--- src/rtl/button_bounce_gen.sv ---
// -----------------------------------------------------------------------------
// button_bounce_gen
//
// Purpose:
//   Emulates a mechanical push-button with contact bounce. Each press or
//   release request produces a burst of alternating glitch segments, starting
//   at the target level. The burst is followed by a stable settle period at the
//   target level, and then a one-cycle done pulse.
//
// Ports:
//   clk_i          system clock; all logic runs on the rising edge
//   reset_i        asynchronous, active-high reset
//   press_req_i    one-cycle request for a bouncy press (accepted in IDLE_LOW)
//   release_req_i  one-cycle request for a bouncy release (accepted in HELD_HIGH)
//   btn_o          registered raw button level, for feeding a debouncer
//   busy_o         high while a bounce/settle sequence is in progress
//   done_o         one-cycle pulse in the cycle that busy_o falls
//   held_o         settled button level (0 released, 1 pressed)
//
// Configuration:
//   BOUNCE_RANDOM_EN  When defined, the width of each segment is taken from a
//                     16-bit Fibonacci LFSR (x^16+x^14+x^13+x^11+1). The LFSR
//                     steps at every segment start, and W = LFSR[GLITCH_BITS-1:0]+1.
//                     When undefined, every segment is GLITCH_W cycles wide and
//                     no LFSR is built.
//
// Timing:
//   The outputs are registered copies of values decoded from the current
//   state. A request sampled at edge k therefore first shows on btn_o in
//   cycle k+1.
// -----------------------------------------------------------------------------
module button_bounce_gen #(
    parameter int          BOUNCE_COUNT  = 6,
    parameter int          GLITCH_W      = 3,
    parameter int          GLITCH_BITS   = 5,
    parameter int          SETTLE_CYCLES = 2000,
    parameter logic [15:0] LFSR_SEED     = 16'hACE1
) (
    input  logic clk_i,
    input  logic reset_i,
    input  logic press_req_i,
    input  logic release_req_i,
    output logic btn_o,
    output logic busy_o,
    output logic done_o,
    output logic held_o
);

    typedef enum logic [2:0] {
        IDLE_LOW,
        BOUNCE_RISE,
        SETTLE_RISE,
        HELD_HIGH,
        BOUNCE_FALL,
        SETTLE_FALL
    } state_t;

    state_t      state_q, state_d;
    logic [4:0]  seg_cnt_q, seg_cnt_d;       // cycles elapsed in current segment
    logic [3:0]  pair_cnt_q, pair_cnt_d;     // glitch pair index
    logic        phase_q, phase_d;           // 0: target-level half, 1: opposite half
    logic [13:0] settle_cnt_q, settle_cnt_d;
    logic        btn_q, btn_d;
    logic        busy_q, busy_d;
    logic        done_q, done_d;
    logic        held_q, held_d;
    logic        seg_start;                  // a new segment begins at the next edge
    logic [4:0]  w_m1;                       // current segment width minus one

`ifdef BOUNCE_RANDOM_EN
    logic [15:0] lfsr_q, lfsr_d;
    logic        lfsr_fb;
    logic [15:0] w_mask;

    assign lfsr_fb = lfsr_q[15] ^ lfsr_q[13] ^ lfsr_q[12] ^ lfsr_q[10];
    assign lfsr_d  = seg_start ? {lfsr_q[14:0], lfsr_fb} : lfsr_q;
    assign w_mask  = 16'((32'd1 << GLITCH_BITS) - 32'd1);
    // The LFSR already holds the stepped value during the segment it sizes.
    assign w_m1    = 5'(lfsr_q & w_mask);

    always_ff @(posedge clk_i or posedge reset_i) begin
        if (reset_i) begin
            lfsr_q <= LFSR_SEED;
        end else begin
            lfsr_q <= lfsr_d;
        end
    end
`else
    assign w_m1 = 5'(GLITCH_W - 1);
`endif

    // Next-state and counter logic
    always_comb begin
        state_d      = state_q;
        seg_cnt_d    = seg_cnt_q;
        pair_cnt_d   = pair_cnt_q;
        phase_d      = phase_q;
        settle_cnt_d = settle_cnt_q;
        seg_start    = 1'b0;

        case (state_q)
            IDLE_LOW: begin
                if (press_req_i) begin
                    state_d    = BOUNCE_RISE;
                    seg_cnt_d  = '0;
                    pair_cnt_d = '0;
                    phase_d    = 1'b0;
                    seg_start  = 1'b1;
                end
            end
            HELD_HIGH: begin
                if (release_req_i) begin
                    state_d    = BOUNCE_FALL;
                    seg_cnt_d  = '0;
                    pair_cnt_d = '0;
                    phase_d    = 1'b0;
                    seg_start  = 1'b1;
                end
            end
            BOUNCE_RISE, BOUNCE_FALL: begin
                if (seg_cnt_q == w_m1) begin
                    seg_cnt_d = '0;
                    if (!phase_q) begin
                        phase_d   = 1'b1;
                        seg_start = 1'b1;
                    end else if (pair_cnt_q == 4'(BOUNCE_COUNT - 1)) begin
                        // Last segment done: hold the target level for the settle period.
                        phase_d      = 1'b0;
                        pair_cnt_d   = '0;
                        settle_cnt_d = '0;
                        state_d      = (state_q == BOUNCE_RISE) ? SETTLE_RISE : SETTLE_FALL;
                    end else begin
                        phase_d    = 1'b0;
                        pair_cnt_d = pair_cnt_q + 4'd1;
                        seg_start  = 1'b1;
                    end
                end else begin
                    seg_cnt_d = seg_cnt_q + 5'd1;
                end
            end
            SETTLE_RISE, SETTLE_FALL: begin
                if (settle_cnt_q == 14'(SETTLE_CYCLES - 1)) begin
                    settle_cnt_d = '0;
                    state_d      = (state_q == SETTLE_RISE) ? HELD_HIGH : IDLE_LOW;
                end else begin
                    settle_cnt_d = settle_cnt_q + 14'd1;
                end
            end
            default: state_d = IDLE_LOW;
        endcase
    end

    // Output decode. These values are registered, so they trail the state by one cycle.
    always_comb begin
        btn_d = 1'b0;
        case (state_q)
            IDLE_LOW:    btn_d = 1'b0;
            BOUNCE_RISE: btn_d = ~phase_q;
            SETTLE_RISE: btn_d = 1'b1;
            HELD_HIGH:   btn_d = 1'b1;
            BOUNCE_FALL: btn_d = phase_q;
            SETTLE_FALL: btn_d = 1'b0;
            default:     btn_d = 1'b0;
        endcase
        busy_d = (state_q inside {BOUNCE_RISE, SETTLE_RISE, BOUNCE_FALL, SETTLE_FALL});
        // done_o is asserted in the same cycle that busy_o drops.
        done_d = busy_q & ~busy_d;
        // A release keeps held_o high until its settle period completes.
        held_d = (state_q inside {HELD_HIGH, BOUNCE_FALL, SETTLE_FALL});
    end

    always_ff @(posedge clk_i or posedge reset_i) begin
        if (reset_i) begin
            state_q      <= IDLE_LOW;
            seg_cnt_q    <= '0;
            pair_cnt_q   <= '0;
            phase_q      <= 1'b0;
            settle_cnt_q <= '0;
            btn_q        <= 1'b0;
            busy_q       <= 1'b0;
            done_q       <= 1'b0;
            held_q       <= 1'b0;
        end else begin
            state_q      <= state_d;
            seg_cnt_q    <= seg_cnt_d;
            pair_cnt_q   <= pair_cnt_d;
            phase_q      <= phase_d;
            settle_cnt_q <= settle_cnt_d;
            btn_q        <= btn_d;
            busy_q       <= busy_d;
            done_q       <= done_d;
            held_q       <= held_d;
        end
    end

    assign btn_o  = btn_q;
    assign busy_o = busy_q;
    assign done_o = done_q;
    assign held_o = held_q;

endmodule

--- config.mk ---
export PLATFORM = sky130hd
export DESIGN_NAME = button_bounce_gen
export DESIGN_NICKNAME = d
export VERILOG_FILES = /design/src/rtl/button_bounce_gen.sv
export SDC_FILE = /design/constraint.sdc
export NUM_CORES = 1
export LEC_CHECK = 0
export BUFFER_PORTS_ARGS = -buffer_cell sky130_fd_sc_hd__buf_4
export CAP_MARGIN = 20
export CELL_PAD_IN_SITES_DETAIL_PLACEMENT = 2
export CELL_PAD_IN_SITES_GLOBAL_PLACEMENT = 2
export CORE_MARGIN = 1
export CORE_UTILIZATION = 38
export DETAILED_ROUTE_END_ITERATION = 16
export HOLD_SLACK_MARGIN = 0.12
export PLACE_DENSITY_LB_ADDON = 0.1
export SYNTH_ARGS = -nofsm -noshare
export SYNTH_HDL_FRONTEND = slang
export SYNTH_SLANG_ARGS = --single-unit
--- constraint.sdc ---
create_clock -name clk_i -period 2.35 [get_ports clk_i]
set_input_delay 0.5875 -clock clk_i [delete_from_list [all_inputs] [get_ports clk_i]]
set_output_delay 0.5875 -clock clk_i [all_outputs]
set_load 0.02 [all_outputs]
==> results.toml <==
[clock_network]
path_clk_slew_ns = 0.06
cts-hold-fix-buffers = 0
cts_max_level = 2
clock_tree_from_tritoncts = "done"
clk-insertion-delay-late_ns = 0.28
ctsRootBufferMaster = "sky130_fd_sc_hd__clkbuf_8"
clock_sink_count = 31
cts_setup_buffers = 0
cts-root-to-sink-buffers = 2
cts_resized = 0
cts-buffers-inserted = 5

[logic_synthesis]
synthArstFlopShare = 1.00
synthSimpleGateAreaFrac = 0.239
syn-num-nets = 189
synth_warnings = 0
synth.mux.area_fraction = 0.00669
synth_top_flop_cell = "sky130_fd_sc_hd__dfrtp_1"
netlist.area_leader.share = 0.461
synth_area_um2 = 1680
synth_compound_area_frac = 0.187
post_synth_fa_ha_maj_area_fraction = 0.0371
synth_top_family_by_area = "simple AND/OR/NAND/NOR gates"
netlist_instances = 180
yosysSeqAreaShare = 0.461
synth_edf_count = 0
ys_types = 46
synth_xor_area_frac = 0.0312
synth-seq-cells = 31
ys_top_cells_by_area = "sky130_fd_sc_hd__dfrtp_1 46%, sky130_fd_sc_hd__nand3_1 4.5%, sky130_fd_sc_hd__nand2_1 3.8%, sky130_fd_sc_hd__ha_1 3.7%, sky130_fd_sc_hd__nor2_1 3.3%"
most_area_hungry_cell_type_in_the_yosys_netlist = "sky130_fd_sc_hd__dfrtp_1"
synth_area_per_cell_um2 = 9.36

[power]
design_power_total_uw = 936
ir_drop_mv = 0.226
power.leakage_uw = 0.000767
power_per_cell_area_nw_per_um2 = 503

[final_layout]
num-nets-final = 200
sequential_cell_area_um2 = 776
multiInputGateArea_um2 = 845
antenna_cells_inserted = 0
fillers = 464
layout-drive-gt1-share = 0.116
final_cell_count_no_fill = 240
area_growth_from_synthesis_to_layout_pct = 10.5
post-route-cell-area_um2 = 1860

[die]
boundaryPins = 8
effective_utilization_at_floorplan = 0.409
die_area_um2 = 4700
die-height_um = 68.6
placementRows = 23
die_width_um = 68.6
core_footprint_um2 = 4120

[drt]
drt_pass1_iterations = 4
ant_nets = 0
routed_wire_length_per_instance_um = 18.3
drc = 0
drt-initial-drc-count = 43
drt-vias-per-instance = 6.00
finalWirelength_um = 4400
detailroute.via_count = 1440

[global_routing]
grt_pass1_vias = 1509
wire_length_of_the_first_global_routing_pass_um = 7270
overflow = 0
track_usage = 0.214
grt_start_max_net_pins = 32
grt_antenna_before_repair = 0

[placed_design]
buffer_ports.inserted = 7
dp_cells = 234
placed_cell_area_um2 = 1790
gp_congestion = 0.731
detailedPlacementHpwl_um = 3160

[worst_setup_path]
critPathSlowestCell = "sky130_fd_sc_hd__or4b_4"
critical_path_arrival_ns = 2.30
crit_path_end_kind = "flop"
worst_ep_required_time_ns = 2.52
critical_path.cell_chain = "or4b_4, nor4_4, nor2_2, buf_4, a21o_1, a22o_1"
critPathKind = "flop to flop"
worst-path-buf-inv = 1
critPathTopFamily = "simple AND/OR/NAND/NOR gates"
crit_path_max_incr_delay_ns = 0.58
crit_path_max_fanout = 22
setup.worst_path.start_class = "flop"

[sta]
rsz0062_at_grt = "no"
layout_worst_path_cycle_share = 0.907
max_slew_margin = 0.430
clock_period_minus_final_worst_setup_slack_ns = 2.13
max_freq_mhz = 469
timing.setup.tns_ns = 0
hold_viol_final = 0
actual_slew_at_the_worst_max_slew_pin_ns = 0.847
hold_ws_ns = 0.390
skew_ns = 0.00525
drv_slew = 0
setup-violations-final = 0

[run_status]
status = "complete, no violations"

[hold_path]
holdCritPathClass = "input port to async pin"

[run]
maxCapViolations = 0
-- logic make-up after synthesis --
logic type	count (synthesis)
adders and majority gates	5
buffers and inverters	14
muxes	1
xor gates and xnor gates	6
and+or+nand+nor	75
AOI/OAI and AO/OA	48
DFF	31
-- placed cells by master (no fill, tap or decap), types with 3 or more instances in the layout --
cell                       Yosys  final
sky130_fd_sc_hd__xor2_1        3      3
sky130_fd_sc_hd__nor2_1       15     15
sky130_fd_sc_hd__dfrtp_1      31     31
sky130_fd_sc_hd__xnor2_1       3      3
sky130_fd_sc_hd__a41oi_1       3      3
sky130_fd_sc_hd__buf_4         0     10
sky130_fd_sc_hd__a21oi_1      11     11
sky130_fd_sc_hd__o21ai_0       8      8
sky130_fd_sc_hd__and3_1        5      5
sky130_fd_sc_hd__clkbuf_8      0      5
sky130_fd_sc_hd__a31oi_1       8      8
sky130_fd_sc_hd__ha_1          5      5
sky130_fd_sc_hd__inv_1         8      8
sky130_fd_sc_hd__nor3_1        4      4
sky130_fd_sc_hd__nand2_1      17     17
sky130_fd_sc_hd__nand3_1      15     15
-- routing by layer --
layer | vias to the layer above | track usage | wire [um]
met5 | - | 0 | 0
met4 | 0 | 0.0625 | 46
met3 | 6 | 0.0543 | 130
met2 | 18 | 0.364 | 2180
met1 | 742 | 0.266 | 2040
li1 | 674 | - | -
-- worst register-to-register path, stage by stage, from the launching register on --
cell and delay, ns:
sky130_fd_sc_hd__dfrtp_1 0.46, sky130_fd_sc_hd__or4b_4 0.58, sky130_fd_sc_hd__nor4_4 0.31, sky130_fd_sc_hd__nor2_2 0.07, sky130_fd_sc_hd__buf_4 0.23, sky130_fd_sc_hd__a21o_1 0.19, sky130_fd_sc_hd__a22o_1 0.18
-- cell type report --
type,instances,share of cell area
sequential,31,0.417
inverter,8,0.0161
multi-input combinational,135,0.454
clock buffer,6,0.0390
timing repair buffer,10,0.0403
tap,50,0.0336
-- metrics by stage --
step / util / worst slack (ns)
floorplan: - / 0.492
detailed placement: 0.434 / 0.247
CTS: 0.452 / 0.231
finish: 0.452 / 0.219
global placement: 0.434 / 0.318
global route: 0.452 / 0.127
-- Yosys cell counts, drive strengths merged, types with 3 or more instances --
cell type / n
a21oi: 11
a31oi: 8
a41oi: 3
and3: 5
buf: 4
dfrtp: 31
ha: 5
inv: 8
nand2: 17
nand3: 15
nor2: 16
nor3: 4
o21ai: 10
xnor2: 3
xor2: 3
-- path summary, 6_finish.rpt --
kind	from	cells past startpoint	slack, ns	to
min reg2reg	pair_cnt_q[3]$_DFFE_PP0P_	1	0.49	pair_cnt_q[3]$_DFFE_PP0P_
max	settle_cnt_q[5]$_DFFE_PP0P_	6	0.22	settle_cnt_q[13]$_DFFE_PP0P_
max reg2reg	settle_cnt_q[5]$_DFFE_PP0P_	6	0.22	settle_cnt_q[13]$_DFFE_PP0P_
min in group clk_i	pair_cnt_q[3]$_DFFE_PP0P_	1	0.49	pair_cnt_q[3]$_DFFE_PP0P_
max in group asynchronous	reset_i	3	1.65	btn_o$_DFF_PP0_
min	reset_i	3	0.39	settle_cnt_q[11]$_DFFE_PP0P_
-- power breakdown --
| part | total (uW) | switching [uW] | internal [uW] |
|---|---|---|---|
| logic | 16.9 | 12.4 | 4.41 |
| clock network | 385 | 188 | 197 |
| registers | 534 | 0 | 534 |
| total | 936 | 201 | 735 |
-- state kept, by name, summed over array words and instances (netlist names) --
| register | flops |
|---|---|
| settle_cnt_q | 14 |
| seg_cnt_q | 5 |
| pair_cnt_q | 4 |
| state_q | 3 |
| btn_o | 1 |
| busy_o | 1 |
| done_o | 1 |
| held_o | 1 |
| phase_q | 1 |
(Power assumes the default switching activity.)
